## src/rtl/p2s_tx32.sv

```systemverilog
// Parallel-to-serial transmitter: shifts a captured word out on s_clk/s_dat, then strobes s_latch.
// Define P2S_LSB_FIRST_EN to send D[0] first instead of D[DATA_W-1].
module p2s_tx32 #(
  parameter int DATA_W = 32,
  parameter int DIV    = 2
) (
  input  logic              clk,
  input  logic              rst,
  input  logic              start,
  input  logic [DATA_W-1:0] D,
  output logic              busy,
  output logic              done,
  output logic              s_clk,
  output logic              s_dat,
  output logic              s_latch
);

  localparam int BC_W = (DATA_W > 1) ? $clog2(DATA_W) : 1;
  localparam int HC_W = (DIV > 1) ? $clog2(DIV) : 1;
  localparam logic [BC_W-1:0] BC_LAST = BC_W'(DATA_W - 1);
  localparam logic [HC_W-1:0] HC_LAST = HC_W'(DIV - 1);

  typedef enum logic [2:0] {
    ST_IDLE,
    ST_LOW,
    ST_HIGH,
    ST_LATCH,
    ST_FIN
  } state_t;

  state_t            r_state;
  logic [DATA_W-1:0] r_shift;
  logic [BC_W-1:0]   r_bcnt;
  logic [HC_W-1:0]   r_hcnt;
  logic              r_busy;
  logic              r_done;
  logic              r_sclk;
  logic              r_dat;
  logic              r_latch;

  logic              w_hc_wrap;
  logic              w_first_bit;
  logic              w_next_bit;
  logic [DATA_W-1:0] w_shifted;

  assign w_hc_wrap = (r_hcnt == HC_LAST);

`ifdef P2S_LSB_FIRST_EN
  assign w_first_bit = D[0];
  assign w_next_bit  = r_shift[1];
  assign w_shifted   = r_shift >> 1;
`else
  assign w_first_bit = D[DATA_W-1];
  assign w_next_bit  = r_shift[DATA_W-2];
  assign w_shifted   = r_shift << 1;
`endif

  // s_dat only moves on the HIGH->LOW edge, so it is stable across each s_clk rise.
  always_ff @(posedge clk or posedge rst) begin
    if (rst) begin
      r_state <= ST_IDLE;
      r_shift <= '0;
      r_bcnt  <= '0;
      r_hcnt  <= '0;
      r_busy  <= 1'b0;
      r_done  <= 1'b0;
      r_sclk  <= 1'b0;
      r_dat   <= 1'b0;
      r_latch <= 1'b0;
    end else begin
      case (r_state)
        ST_IDLE: begin
          r_done <= 1'b0;
          if (start) begin
            r_shift <= D;
            r_dat   <= w_first_bit;
            r_bcnt  <= '0;
            r_hcnt  <= '0;
            r_busy  <= 1'b1;
            r_sclk  <= 1'b0;
            r_state <= ST_LOW;
          end
        end
        ST_LOW: begin
          if (w_hc_wrap) begin
            r_hcnt  <= '0;
            r_sclk  <= 1'b1;
            r_state <= ST_HIGH;
          end else begin
            r_hcnt <= r_hcnt + HC_W'(1);
          end
        end
        ST_HIGH: begin
          if (w_hc_wrap) begin
            r_hcnt <= '0;
            r_sclk <= 1'b0;
            if (r_bcnt == BC_LAST) begin
              r_latch <= 1'b1;
              r_state <= ST_LATCH;
            end else begin
              r_shift <= w_shifted;
              r_dat   <= w_next_bit;
              r_bcnt  <= r_bcnt + BC_W'(1);
              r_state <= ST_LOW;
            end
          end else begin
            r_hcnt <= r_hcnt + HC_W'(1);
          end
        end
        ST_LATCH: begin
          if (w_hc_wrap) begin
            r_hcnt  <= '0;
            r_latch <= 1'b0;
            r_busy  <= 1'b0;
            r_done  <= 1'b1;
            r_state <= ST_FIN;
          end else begin
            r_hcnt <= r_hcnt + HC_W'(1);
          end
        end
        ST_FIN: begin
          r_done  <= 1'b0;
          r_state <= ST_IDLE;
        end
        default: begin
          r_state <= ST_IDLE;
        end
      endcase
    end
  end

  assign busy    = r_busy;
  assign done    = r_done;
  assign s_clk   = r_sclk;
  assign s_dat   = r_dat;
  assign s_latch = r_latch;

endmodule

```

## config.mk

```make
export PLATFORM = sky130hd
export DESIGN_NAME = p2s_tx32
export DESIGN_NICKNAME = d
export VERILOG_FILES = /design/src/rtl/p2s_tx32.sv
export SDC_FILE = /design/constraint.sdc
export NUM_CORES = 1
export LEC_CHECK = 0
export ABC_AREA = 1
export BUFFER_PORTS_ARGS = -buffer_cell sky130_fd_sc_hd__buf_2
export CAP_MARGIN = 40
export CORE_UTILIZATION = 50
export CTS_CLUSTER_SIZE = 30
export DETAILED_ROUTE_END_ITERATION = 8
export PLACE_DENSITY = 0.72
export SYNTH_ARGS = -nofsm -noshare
export SYNTH_HDL_FRONTEND = slang
export SYNTH_SLANG_ARGS = --single-unit
```

## constraint.sdc

```tcl
create_clock -name clk -period 1.8 [get_ports clk]
set_input_delay 0.27 -clock clk [delete_from_list [all_inputs] [get_ports clk]]
set_output_delay 0.27 -clock clk [all_outputs]
set_load 0.1 [all_outputs]
```

Yosys cells after proc, flatten, opt, wreduce, memory -nomap -nowiden
Index checks and enable logic that the tools add are counted.
{ "word_totals": {"word_cells": 68, "output_inout_bits": 5, "ff_bits": 45, "input_bits": 35} }
{ "classes": {"eq_ne": 11, "n_reduce_logical": 16, "mux": 30, "add_sub_neg": 2} }
{ "ops": {"columns": ["operator", "count"], "rows": [
  ["$mux 31", 3],
  ["$pmux 31 s2", 1],
  ["$reduce_and 4->1", 4],
  ["$mux 5", 3],
  ["$mux 3", 4],
  ["$ne 2x2->1 const B", 6],
  ["$pmux 3 s4", 1],
  ["$mux 1", 10],
  ["$pmux 1 s2", 5],
  ["$pmux 5 s2", 1],
  ["$reduce_bool 2->1", 5],
  ["$eq 3x2->1 const B", 2],
  ["$add 5x1->5 const B", 1],
  ["$eq 5x5->1 const B", 1],
  ["$reduce_and 2->1", 2],
  ["$eq 3x1->1 const B", 1],
  ["$eq 3x3->1 const B", 1],
  ["$logic_not 3->1", 1],
  ["$pmux 1 s3", 1],
  ["$reduce_and 3->1", 1],
  ["$reduce_bool 3->1", 1],
  ["$reduce_or 3->1", 1],
  ["$mux 2", 1],
  ["$reduce_or 2->1", 1],
  ["$add 1x1->1 const B", 1]
]} }

Longest topological paths before layout
Gate-level depths: netlist of the first run.
{ "logic_depth": {"ltp_word": 4, "mapped_depth": 10, "mapped_depth_nobuf": 9} }

Worst setup path before layout of the first run
Ideal clock, no wire load.
{ "synth_path": {"path_type": "flip-flop to flip-flop", "from": "register r_bcnt[0]", "to": "register r_bcnt[2]", "setup_ns": 0.065, "slack_ns": 0.162, "stages_incl_launch_ff": 11, "n_path_buf": 1, "arrival_ns": 1.573, "required_time_ns": 1.735, "synth_period_minus_slack_ns": 1.638, "cell_sequence": "dfrtp_1 > ha_1 > nand2_1 > nor2_1 > ha_1 > nand3_1 > nand2_1 > nor2_8 > buf_6 > nand2_1 > nand2_1"} }
{ "synth_via": {"elab_chain_cells": 4, "elab_cells_between_ends": 7, "cone_classes": "1 x add/sub; 2 x eq/ne; 3 x mux; 1 x reduce/logical"} }
{ "synth_lines": {"columns": ["element", "line_no", "rtl"], "rows": [
  ["from (decl)", "33", "logic [BC_W-1:0] r_bcnt;"],
  ["from (signal assigned)", "103", "r_bcnt <= r_bcnt + BC_W'(1);"],
  ["$add 5x1->5", "103", null],
  ["$mux 5", "97", "if (r_bcnt == BC_LAST) begin"],
  ["$mux 5", "94", "if (w_hc_wrap) begin"],
  ["$pmux 5 s2", "71", "case (r_state)"]
]} }
Several ways; a longest one is shown, not always the timed one. The select of a mux whose other input is x is not followed.
A chain may end at the register's enable or synchronous reset.

Worst setup path after layout of the first run
{ "layout_path": {"from": "register r_bcnt[1]", "to": "register r_shift[2]"} }
{ "layout_via": {"elab_chain_cells": 3} }
{ "layout_lines": {"columns": ["element", "line_no", "rtl"], "rows": [
  ["$eq 5x5->1", "97", null],
  ["$ne 2x2->1 (no source line)", null, null],
  ["$reduce_and 4->1 (no source line)", null, null],
  ["to (signal assigned)", "101", "r_shift <= w_shifted;"],
  ["to (decl)", "32", "logic [DATA_W-1:0] r_shift;"]
]} }
No other way between the ends.

==> reports/qor.yml, run 1 <==
internal-power_uw: 2580
start_util_pct: 52.8
hold_ws_ns: 0.107
critical-path-top-cell-by-count: "sky130_fd_sc_hd__nand2_1"
grt_start_max_net_pins: 46
mappedNetlistNets: 365
transition_time_at_the_pin_with_the_least_slew_margin_ns: 0.549
num_vias: 2039
r2r_end: "r_shift[2]"
ctsHtreeMaxLevel: 2
number_of_global_route_vias_before_repair: 1913
r2r_start: "r_bcnt[1]"
cp.arrival_ns: 1.93
globalRouteMet2Util_pct: 36.0
number_of_synthesized_flops_with_an_enable_pin: 0
post-synth-top-area-cell: "sky130_fd_sc_hd__dfrtp_1"
powerDensity_nw_per_um2: 1760
setup_viol: 0
synth_top_cells_by_count: "sky130_fd_sc_hd__nand2_1 (217), sky130_fd_sc_hd__dfrtp_1 (45), sky130_fd_sc_hd__inv_1 (14)"
weighted_congestion_at_the_end_of_routability_driven_global_placement: 0.798
drt-vias-per-instance: 4.82
grt_usage_pct: 21.3
comb_power_share_pct: 52.2
grt_most_used_layer: "met2"
antenna_found_initial: 0
synth_async_sr_flop_share_pct: 100
finalPower_uw: 4800
drive_above_1_share_pct: 18.1
post-route-min-period_ns: 1.70
hp-class: "in2async"
detailed_route_wl_um: 4590
critical_path.n_buffers_inverters: 1
grt_pass1_wl_um: 8410
endpoint_kind: "flip-flop"
timing.final.max_slew_violations: 0
ys_top_cells_by_area: "sky130_fd_sc_hd__dfrtp_1 (48%), sky130_fd_sc_hd__nand2_1 (35%), sky130_fd_sc_hd__inv_1 (2.2%)"
dr_wl_cell_um: 10.9
synth_area_per_cell_um2: 7.15
clk_latency_ns: 0.29
ys_seq_elements: 45
final_hold_viol_count: 0
switching_share_pct: 46.2
yosysMostFrequentCell: "sky130_fd_sc_hd__nand2_1"
timing.setup.critical_path_class: "reg2reg"
finalClockSkew_ns: 0.00333
yosys.cell_types.count: 23
synth_top_flop_cell: "sky130_fd_sc_hd__dfrtp_1"
design.die.area_um2: 4970
root_buffer: "sky130_fd_sc_hd__clkbuf_8"
cp_cell_sequence: "ha_1 -> nand2_1 -> nor2_1 -> ha_1 -> nand3_2 -> nand2_2 -> nor2_8 -> clkbuf_16 -> nand2_1 -> nand2_1"
antenna-diode-count: 0
start_kind: "flip-flop"
tritoncts: "built"
r2r_setup_slack_ns: 0.10
clock_sink_count: 45
cts_repair_resize_count: 0
die-height_um: 70.5
critPathMaxStageDelay_ns: 0.41
peakVddDrop_v: 0.000689
post_cts_hold_buffer_count: 0
cp.required_ns: 2.03
cts.reportedPaths.clkPinSlew_ns: 0.08
globalRouteOverflowTotal: 0
yosys_top_cell_area_share_pct: 48.0
area_growth_pct: 16.2
cells_after_synthesis: 328
grt.met1_usage_pct: 27.6
die_x_um: 70.5
global_route.usage.met3_pct: 4.62
violations: "design-rule violations"
cp-startpoint: "r_bcnt[1]"
critPathTopFamily: "simple AND/OR/NAND/NOR gates"
dr.first_iter.drc_count: 170
boundaryPins: 40
cp.depth: 10
cts.path.max_buffers: 2
power.net_switching_uw: 2220
yosysSeqAreaShare_pct: 48.0
firstDrtPassIters: 6
clock_power_share_pct: 12.3
pwr-share-seq_pct: 35.4
core-area_um2: 4440
cellLeakagePower_uw: 0.00160
relSlewSlack_pct: 63.4
drc_violation_count_after_routing: 8
numCtsBuffers: 5
number_of_violations_of_the_max_capacitance_limit: 0
place.detailed.hpwl_um: 2900
ant_nets: 0
achievable-frequency_mhz: 588
floorplan.rows: 24
outcome: "finished with violations"
crit_path_end: "r_shift[2]"
num-nets-final: 407
placement.io_buffers: 39
cp_slowest_cell: "sky130_fd_sc_hd__dfrtp_1"
yosys_warnings: 0
synth.cell_area_um2: 2350
ff2ff_path_depth: 10
cts_setup_buffers: 0
crit_path_max_fanout: 14
layout_worst_path_cycle_share_pct: 94.4
[stage by stage]
| step | setup WS (ns) | cells | cell area, um2 | TNS [ns] | utilization, % |
|---|---|---|---|---|---|
| 4_1_cts | 0.0560 | 422 | 2690 | 0 | 60.5 |
| 5_1_grt | -0.000520 | 423 | 2730 | -0.000520 | 61.3 |
| 3_5_place_dp | 0.0762 | 414 | 2610 | 0 | 58.6 |
| 3_3_place_gp | 0.147 | 414 | 2610 | 0 | 58.6 |
| 2_1_floorplan | 0.162 | 328 | 2350 | 0 | - |
| 6_report | 0.100 | 423 | 2730 | 0 | 61.3 |
[area by class of cell]
type | count | area [um2]
Multi-Input combinational cell | 255 | 1070
Tap cell | 52 | 65.1
Fill cell | 435 | 1720
Clock inverter | 2 | 10.0
Clock buffer | 6 | 72.6
Inverter | 15 | 56.3
Sequential cell | 45 | 1130
Timing Repair Buffer | 48 | 322
[registers in the layout, indices dropped and copies added (netlist names)]
register	cells
s_latch	1
r_shift	31
busy	1
r_state	3
r_bcnt	5
done	1
s_clk	1
r_hcnt	1
s_dat	1
[how the worst min path moves through the flow]
stage	slack, ns	end
finish	0.11	r_state[1]
global route	0.15	s_dat
CTS	0.13	r_shift[7]
detailed placement	0.44	r_state[1]
global placement	0.45	s_clk
floorplan	0.44	r_shift[0]
[metal layers]
| metal | vias to the layer above | wire length, um |
|---|---|---|
| li1 | 1076 | - |
| met1 | 927 | 2300 |
| met2 | 32 | 2100 |
| met3 | 4 | 145 |
| met4 | 0 | 49 |
| met5 | - | 0 |
[tightest hold or removal path: stages]
cell and delay, ns:
sky130_fd_sc_hd__buf_2 0.10, sky130_fd_sc_hd__inv_2 0.03, sky130_fd_sc_hd__buf_4 0.45
[logic make-up (layout without fill, tap and decap cells)]
logic type	count (synthesis)	count (layout)	share of synthesized area [%]
compound gates	10	10	2.45
fa+ha+maj	2	2	1.07
simple gates	243	243	41.9
buf+inv	28	71	6.56
flops	45	45	48.0
[power by group through the flow]
stage	logic [uW]	registers, uW	clock network, uW
final	2510	1700	591
after detailed placement	2410	1720	0
after global placement	2360	1700	0
after CTS	2420	1700	610
after global routing	2880	1760	645
after floorplan	1670	1940	0
[layout by cell type, fill, tap and decap left out]
cell type,netlist,final
sky130_fd_sc_hd__inv_1,14,13
sky130_fd_sc_hd__ha_1,2,2
sky130_fd_sc_hd__o21a_1,1,1
sky130_fd_sc_hd__clkbuf_16,0,1
sky130_fd_sc_hd__nand3_1,4,3
sky130_fd_sc_hd__a31oi_1,1,1
sky130_fd_sc_hd__nor2_1,11,11
sky130_fd_sc_hd__clkinv_2,0,2
sky130_fd_sc_hd__nand2_1,217,216
sky130_fd_sc_hd__nor2_8,1,1
sky130_fd_sc_hd__nor2_4,1,1
sky130_fd_sc_hd__nand2_2,2,3
sky130_fd_sc_hd__nand4_1,3,3
sky130_fd_sc_hd__a21oi_1,2,2
sky130_fd_sc_hd__a21oi_2,1,1
sky130_fd_sc_hd__buf_6,4,1
sky130_fd_sc_hd__nor3b_1,1,1
sky130_fd_sc_hd__nand3_2,2,3
sky130_fd_sc_hd__inv_2,1,2
sky130_fd_sc_hd__clkbuf_1,0,1
sky130_fd_sc_hd__nand3_4,1,1
sky130_fd_sc_hd__buf_4,2,4
sky130_fd_sc_hd__dfrtp_1,45,45
sky130_fd_sc_hd__buf_12,0,3
sky130_fd_sc_hd__buf_2,6,39
sky130_fd_sc_hd__o21ai_0,5,5
sky130_fd_sc_hd__clkbuf_8,0,5
Note: power is estimated with default switching activity, not from simulation.
==> run 2: changes to the inputs <==
==> constraint.sdc (replaced) <==
create_clock -name clk -period 1.8 [get_ports clk]
set_input_delay 0.18 -clock clk [delete_from_list [all_inputs] [get_ports clk]]
set_output_delay 0.18 -clock clk [all_outputs]
set_load 0.1 [all_outputs]
==> reports/qor.yml, run 2 (same netlist as run 1, synthesis figures left out) <==
cp.arrival_ns: 1.91  # -0.02 ns
dr_wl_cell_um: 10.9  # +0.63%
cts.path.max_buffers: 2  # unchanged
place.detailed.hpwl_um: 2910  # +0.32%
biggestRegsByFlops: "r_shift (31), r_bcnt (5), r_state (3)"
relSlewSlack_pct: 62.2  # -1.2 points
top_register: "r_shift"
die-height_um: 70.5  # unchanged
tritoncts: "built"
antenna_found_initial: 0  # unchanged
place_worst_setup_slack_ns: 0.0844  # +0.00815 ns
area_growth_pct: 16.8
antenna-diode-count: 0  # unchanged
placement.io_buffers: 39  # unchanged
die_x_um: 70.5  # unchanged
powerDensity_nw_per_um2: 1780  # +0.92%
final.setup.tns_ns: 0  # unchanged
timing.setup.critical_path_class: "reg2reg"
dp_cells: 414  # unchanged
final_common_cell: "sky130_fd_sc_hd__nand2_1"
mostFrequentLayoutCells: "sky130_fd_sc_hd__nand2_1 (216), sky130_fd_sc_hd__dfrtp_1 (45), sky130_fd_sc_hd__buf_2 (39), sky130_fd_sc_hd__inv_1 (13), sky130_fd_sc_hd__nor2_1 (11)"
final_setup_margin_ns: 0.125  # +0.0244 ns
boundaryPins: 40  # unchanged
ctsHtreeMaxLevel: 2  # unchanged
number_of_global_route_vias_before_repair: 1997  # +4.4%
design.die.area_um2: 4970  # unchanged
num-nets-final: 407  # unchanged
clk_latency_ns: 0.30  # about the same
outcome: "finished with violations"
dr.first_iter.drc_count: 143  # -16%
grt_start_max_net_pins: 46  # unchanged
cp.required_ns: 2.04  # about the same
seqCellArea_um2: 1130  # unchanged
largest_register_ff_count: 31  # unchanged
violations: "design-rule violations"
num_vias: 2041  # +0.098%
endpoint_kind: "flip-flop"
globalRouteOverflowTotal: 0  # unchanged
drc_violation_count_after_routing: 8  # unchanged
post-route-min-period_ns: 1.68  # -0.0244 ns
layout_worst_path_cycle_share_pct: 93.1  # -1.4 points
crit_path_max_fanout: 9  # -5
number_of_violations_of_the_max_capacitance_limit: 0  # unchanged
drt-vias-per-instance: 4.83  # about the same
peakVddDrop_v: 0.000758  # +9.9%
weighted_congestion_at_the_end_of_routability_driven_global_placement: 0.805  # +0.89%
transition_time_at_the_pin_with_the_least_slew_margin_ns: 0.567  # +0.0182 ns
detailed_route_wl_um: 4620  # +0.63%
finalClockSkew_ns: 0.00346  # +0.000128 ns
ant_nets: 0  # unchanged
root_buffer: "sky130_fd_sc_hd__clkbuf_8"
final_hold_viol_count: 0  # unchanged
firstDrtPassIters: 6  # unchanged
hp-class: "in2async"
cellLeakagePower_uw: 0.00161  # +0.51%
grt_pass1_wl_um: 8490  # +0.97%
start_util_pct: 52.8  # unchanged
core-area_um2: 4440  # unchanged
timing.final.max_slew_violations: 0  # unchanged
filler_cell_count: 440  # +1.1%
post_cts_hold_buffer_count: 0  # unchanged
floorplan.rows: 24  # unchanged
grt_setup_unrepaired: "false"
multiInputGateArea_um2: 1070  # unchanged
final-instance-count-excl-fill: 423  # unchanged
achievable-frequency_mhz: 597  # +1.5%
start_kind: "flip-flop"
drive_above_1_share_pct: 18.3  # +0.27 points
clock_sink_count: 45  # unchanged
setup_viol: 0  # unchanged
numCtsBuffers: 5  # unchanged
hold_ws_ns: 0.00385  # -0.103 ns
grt_usage_pct: 21.6  # +0.31 points
cts.reportedPaths.clkPinSlew_ns: 0.08  # about the same
-- run 2: cell count changes in the layout (fill, tap and decap cells not counted) --
cell and delta:
sky130_fd_sc_hd__buf_4 +1, sky130_fd_sc_hd__clkbuf_8 +2, sky130_fd_sc_hd__clkbuf_1 -1, sky130_fd_sc_hd__buf_6 -1, sky130_fd_sc_hd__clkinv_2 -1
-- run 2: metal layers --
metal | wire, um | track usage (%) | up-vias
met5 | 0 | 0 | -
met4 | 68 | 8.16 | 0
met1 | 2300 | 28.3 | 914
met2 | 2060 | 35.6 | 45
li1 | - | - | 1077
met3 | 194 | 4.33 | 5
-- run 2: area by class of cell --
type | count | area share (%)
clock buffer | 7 | 3.52
clock inverter | 1 | 0.183
inverter | 15 | 2.05
multi-input combinational | 255 | 39.2
sequential | 45 | 41.1
tap | 52 | 2.37
timing repair buffer | 48 | 11.6
-- run 2: worst paths after layout --
| check | startpoint | to | slack, ns | depth (start not counted) |
|---|---|---|---|---|
| hold / removal | rst | r_shift[20] | 0.004 | 3 |
| min in group clk | start | busy | 0.16 | 3 |
| max in group asynchronous | rst | r_shift[2] | 1.40 | 3 |
| setup reg to reg | r_bcnt[1] | r_shift[11] | 0.12 | 10 |
| hold reg to reg | s_dat | s_dat | 0.47 | 2 |
| setup / recovery | r_bcnt[1] | r_shift[11] | 0.12 | 10 |
-- run 2: where the power goes --
part | leakage (uW) | internal [uW] | switching [uW]
combinational | 0.000985 | 852 | 1630
sequential | 0.000567 | 1450 | 246
clock | 0.0000542 | 347 | 342
total | 0.00161 | 2650 | 2220
-- run 2: what timing repair did --
| action | in CTS | in global routing |
|---|---|---|
| gates resized for setup | 0 | 2 |
| endpoints found under the setup margin | 0 | 37 |
| setup buffers | 0 | 0 |
-- run 2: through the flow --
stage,power [uW],instance area [um2],util [%]
final,4870,2740,61.7
after detailed placement,4120,2610,58.6
after CTS,4810,2710,60.9
after global routing,5350,2740,61.7
after floorplan,3600,2350,-
after global placement,4060,2610,58.6
-- run 2: critical path, cell delays in order (launching register included) --
cell and delay [ns]:
sky130_fd_sc_hd__dfrtp_1 0.42, sky130_fd_sc_hd__ha_1 0.21, sky130_fd_sc_hd__nand2_1 0.08, sky130_fd_sc_hd__nor2_1 0.04, sky130_fd_sc_hd__ha_1 0.20, sky130_fd_sc_hd__nand3_2 0.11
sky130_fd_sc_hd__nand2_2 0.10, sky130_fd_sc_hd__nor2_8 0.15, sky130_fd_sc_hd__buf_4 0.18, sky130_fd_sc_hd__nand2_1 0.06, sky130_fd_sc_hd__nand2_1 0.07
==> run 3: changes to the inputs <==
Settings changed: ABC_AREA 1 to default, GPL_ROUTABILITY_DRIVEN from default to 0, SKIP_CTS_REPAIR_TIMING from default to 1.
==> reports/qor.yml, run 3 <==
outcome: "finished with violations"
violations: "negative setup slack"
place.detailed.hpwl_um: 3120  # +7.0%
placement.io_buffers: 39  # unchanged
ys_seq_elements: 45  # unchanged
synth.cell_area_um2: 2300  # -1.9%
number_of_global_route_vias_before_repair: 1757  # -12%
hp-class: "in2reg"
biggestRegsByFlops: "r_shift (31), r_bcnt (5), r_state (3)"
design.die.area_um2: 4880  # -1.8%
timing.final.max_slew_violations: 0  # unchanged
relSlewSlack_pct: 53.4  # -8.9 points
achievable-frequency_mhz: 477  # -20%
boundaryPins: 40  # unchanged
yosysSeqAreaShare_pct: 48.9  # +0.91 points
numCtsBuffers: 5  # unchanged
drt-vias-per-instance: 5.44  # +13%
area_growth_pct: 24.8
synthXorXnorAreaFrac_pct: 0  # unchanged
root_buffer: "sky130_fd_sc_hd__clkbuf_8"
timing.setup.critical_path_class: "reg2reg"
dr.first_iter.drc_count: 141  # -1.4%
clock_sink_count: 45  # unchanged
cp_slowest_cell: "sky130_fd_sc_hd__dfrtp_1"
setup_viol: 36  # +36
synth_top_flop_cell: "sky130_fd_sc_hd__dfrtp_1"
start_kind: "flip-flop"
post-route-min-period_ns: 2.10  # +0.422 ns
tritoncts: "built"
critPathTopFamily: "flip-flops"
critPathMaxStageDelay_ns: 0.39  # -0.03 ns
number_of_violations_of_the_max_capacitance_limit: 0  # unchanged
cp.arrival_ns: 2.28  # +0.37 ns
antenna-diode-count: 0  # unchanged
detailed_route_wl_um: 4550  # -1.4%
critical_path.n_buffers_inverters: 1  # unchanged
endpoint_kind: "flip-flop"
mappedNetlistNets: 213  # -42%
drive_above_1_share_pct: 57.8  # +39 points
dr_wl_cell_um: 16.0  # +47%
cts.path.max_buffers: 2  # unchanged
crit_path_max_fanout: 36  # +27
grt_start_max_net_pins: 37  # -20%
yosys_warnings: 0  # unchanged
floorplan.rows: 24  # unchanged
finalClockSkew_ns: 0.00882  # +0.00536 ns
start_util_pct: 52.5  # -0.28 points
ys_top_cells_by_area: "sky130_fd_sc_hd__dfrtp_1 (49%), sky130_fd_sc_hd__mux2_2 (27%), sky130_fd_sc_hd__mux2_4 (4.6%)"
ctsHtreeMaxLevel: 2  # unchanged
number_of_synthesized_flops_with_an_enable_pin: 0  # unchanged
postLayoutCellArea_um2: 2870  # +4.8%
post-synth-top-area-cell: "sky130_fd_sc_hd__dfrtp_1"
firstDrtPassIters: 4  # -2
mostFrequentLayoutCells: "sky130_fd_sc_hd__dfrtp_1 (45), sky130_fd_sc_hd__buf_2 (39), sky130_fd_sc_hd__mux2_2 (38), sky130_fd_sc_hd__mux2_4 (25), sky130_fd_sc_hd__buf_4 (16)"
compound_gate_portion_of_the_synthesized_area_pct: 5.65  # +3.2 points
final_common_cell: "sky130_fd_sc_hd__dfrtp_1"
grt_setup_unrepaired: "true"
cts.reportedPaths.clkPinSlew_ns: 0.08  # about the same
synth_top_family_by_area: "multiplexers"
globalRouteOverflowTotal: 0  # unchanged
peakVddDrop_v: 0.000802  # +5.8%
yosys_top_cell_area_share_pct: 48.9  # +0.91 points
antenna_found_initial: 0  # unchanged
drc_violation_count_after_routing: 0  # -8
post_synth_mux_area_share_pct: 33.7  # +34 points
placed_area_um2: 2780  # +6.5%
yosysMostFrequentCell: "sky130_fd_sc_hd__mux2_2"
grt_usage_pct: 21.6  # -0.022 points
filler_cell_count: 332  # -25%
core-area_um2: 4380  # -1.4%
multiInputGateArea_um2: 1180  # +10%
final_hold_viol_count: 0  # unchanged
synth_top_cells_by_count: "sky130_fd_sc_hd__mux2_2 (55), sky130_fd_sc_hd__dfrtp_1 (45), sky130_fd_sc_hd__inv_1 (8), sky130_fd_sc_hd__o21ai_0 (8), sky130_fd_sc_hd__mux2_4 (7)"
top_register: "r_shift"
hold_ws_ns: 0.121  # +0.117 ns
num-nets-final: 268  # -34%
layout_worst_path_cycle_share_pct: 116  # +23 points
seqCellArea_um2: 1130  # unchanged
grt_pass1_wl_um: 8280  # -2.5%
cp_cell_sequence: "ha_2 -> and3_4 -> ha_4 -> nand3b_4 -> a211oi_4 -> buf_12 -> mux2_2"
r2r_setup_slack_ns: -0.30  # -0.42 ns
cellLeakagePower_uw: 0.00133  # -17%
yosys.cell_types.count: 38  # +65%
ant_nets: 0  # unchanged
synth_async_sr_flop_share_pct: 100  # unchanged
cells_after_synthesis: 176  # -46%
synthAdderAreaFrac_pct: 1.09  # +0.020 points
num_vias: 1545  # -24%
powerDensity_nw_per_um2: 1650  # -7.0%
final_setup_margin_ns: -0.297  # -0.422 ns
clk_latency_ns: 0.30  # about the same
transition_time_at_the_pin_with_the_least_slew_margin_ns: 0.695  # +0.128 ns
die_x_um: 69.9  # -0.91%
die-height_um: 69.9  # -0.91%
synth_area_per_cell_um2: 13.1  # +83%
simple_gate_fraction_of_synth_area_pct: 6.52  # -35 points
largest_register_ff_count: 31  # unchanged
cp.required_ns: 1.99  # -0.05 ns
[run 3: per-stage QoR]
step / worst slack, ns / util [%] / setup TNS (ns) / total power, uW / instances
global route: -0.358 / 65.5 / -11.09 / 5070 / 284
finish: -0.297 / 65.5 / -8.81 / 4750 / 284
CTS: -0.296 / 65.2 / -9.04 / 4770 / 283
floorplan: -0.334 / - / -10.24 / 3570 / 176
global placement: -0.226 / 63.3 / -6.68 / 4000 / 275
detailed placement: -0.290 / 63.3 / -8.58 / 4140 / 275
[run 3: cell families after synthesis]
kind of cell    Yosys count
compound gates           18
fa+ha+maj                 2
buf+inv                  19
flops                    45
mux                      67
simple gates             25
[run 3: per-layer routing]
layer	part of all wire, %	vias to the layer above	track usage, %
li1	-	740	-
met1	44	760	27.1
met2	50	36	36.3
met3	4.5	9	5.48
met4	1.5	0	7.33
met5	0	-	0
[run 3: cell type report]
class                           instances  share of cell area (%)
Multi-Input combinational cell        112                    41.2
Clock inverter                          2                   0.348
Timing Repair Buffer                   59                    13.4
Sequential cell                        45                    39.2
Clock buffer                            6                    2.53
Inverter                                8                    1.05
Tap cell                               52                    2.26
[run 3: worst paths after layout]
path	startpoint	to	cells after the start
setup / recovery	r_bcnt[1]	r_shift[12]	7
hold / removal	D[0]	r_shift[0]	3
setup reg to reg	r_bcnt[1]	r_shift[12]	7
hold reg to reg	s_latch	s_latch	2
max in group asynchronous	rst	r_shift[3]	4
min in group asynchronous	rst	s_latch	3
[run 3: report_power, final]
part	internal, uW	total (uW)	switching [uW]
Clock	270	610	340
Combinational	1290	2370	1090
Sequential	1490	1770	278
Total	3050	4750	1700
[run 3: worst reg2reg max path: stages, from the launching register on]
cell,delay (ns)
sky130_fd_sc_hd__dfrtp_1,0.39
sky130_fd_sc_hd__ha_2,0.20
sky130_fd_sc_hd__and3_4,0.18
sky130_fd_sc_hd__ha_4,0.15
sky130_fd_sc_hd__nand3b_4,0.16
sky130_fd_sc_hd__a211oi_4,0.24
sky130_fd_sc_hd__buf_12,0.28
sky130_fd_sc_hd__mux2_2,0.39
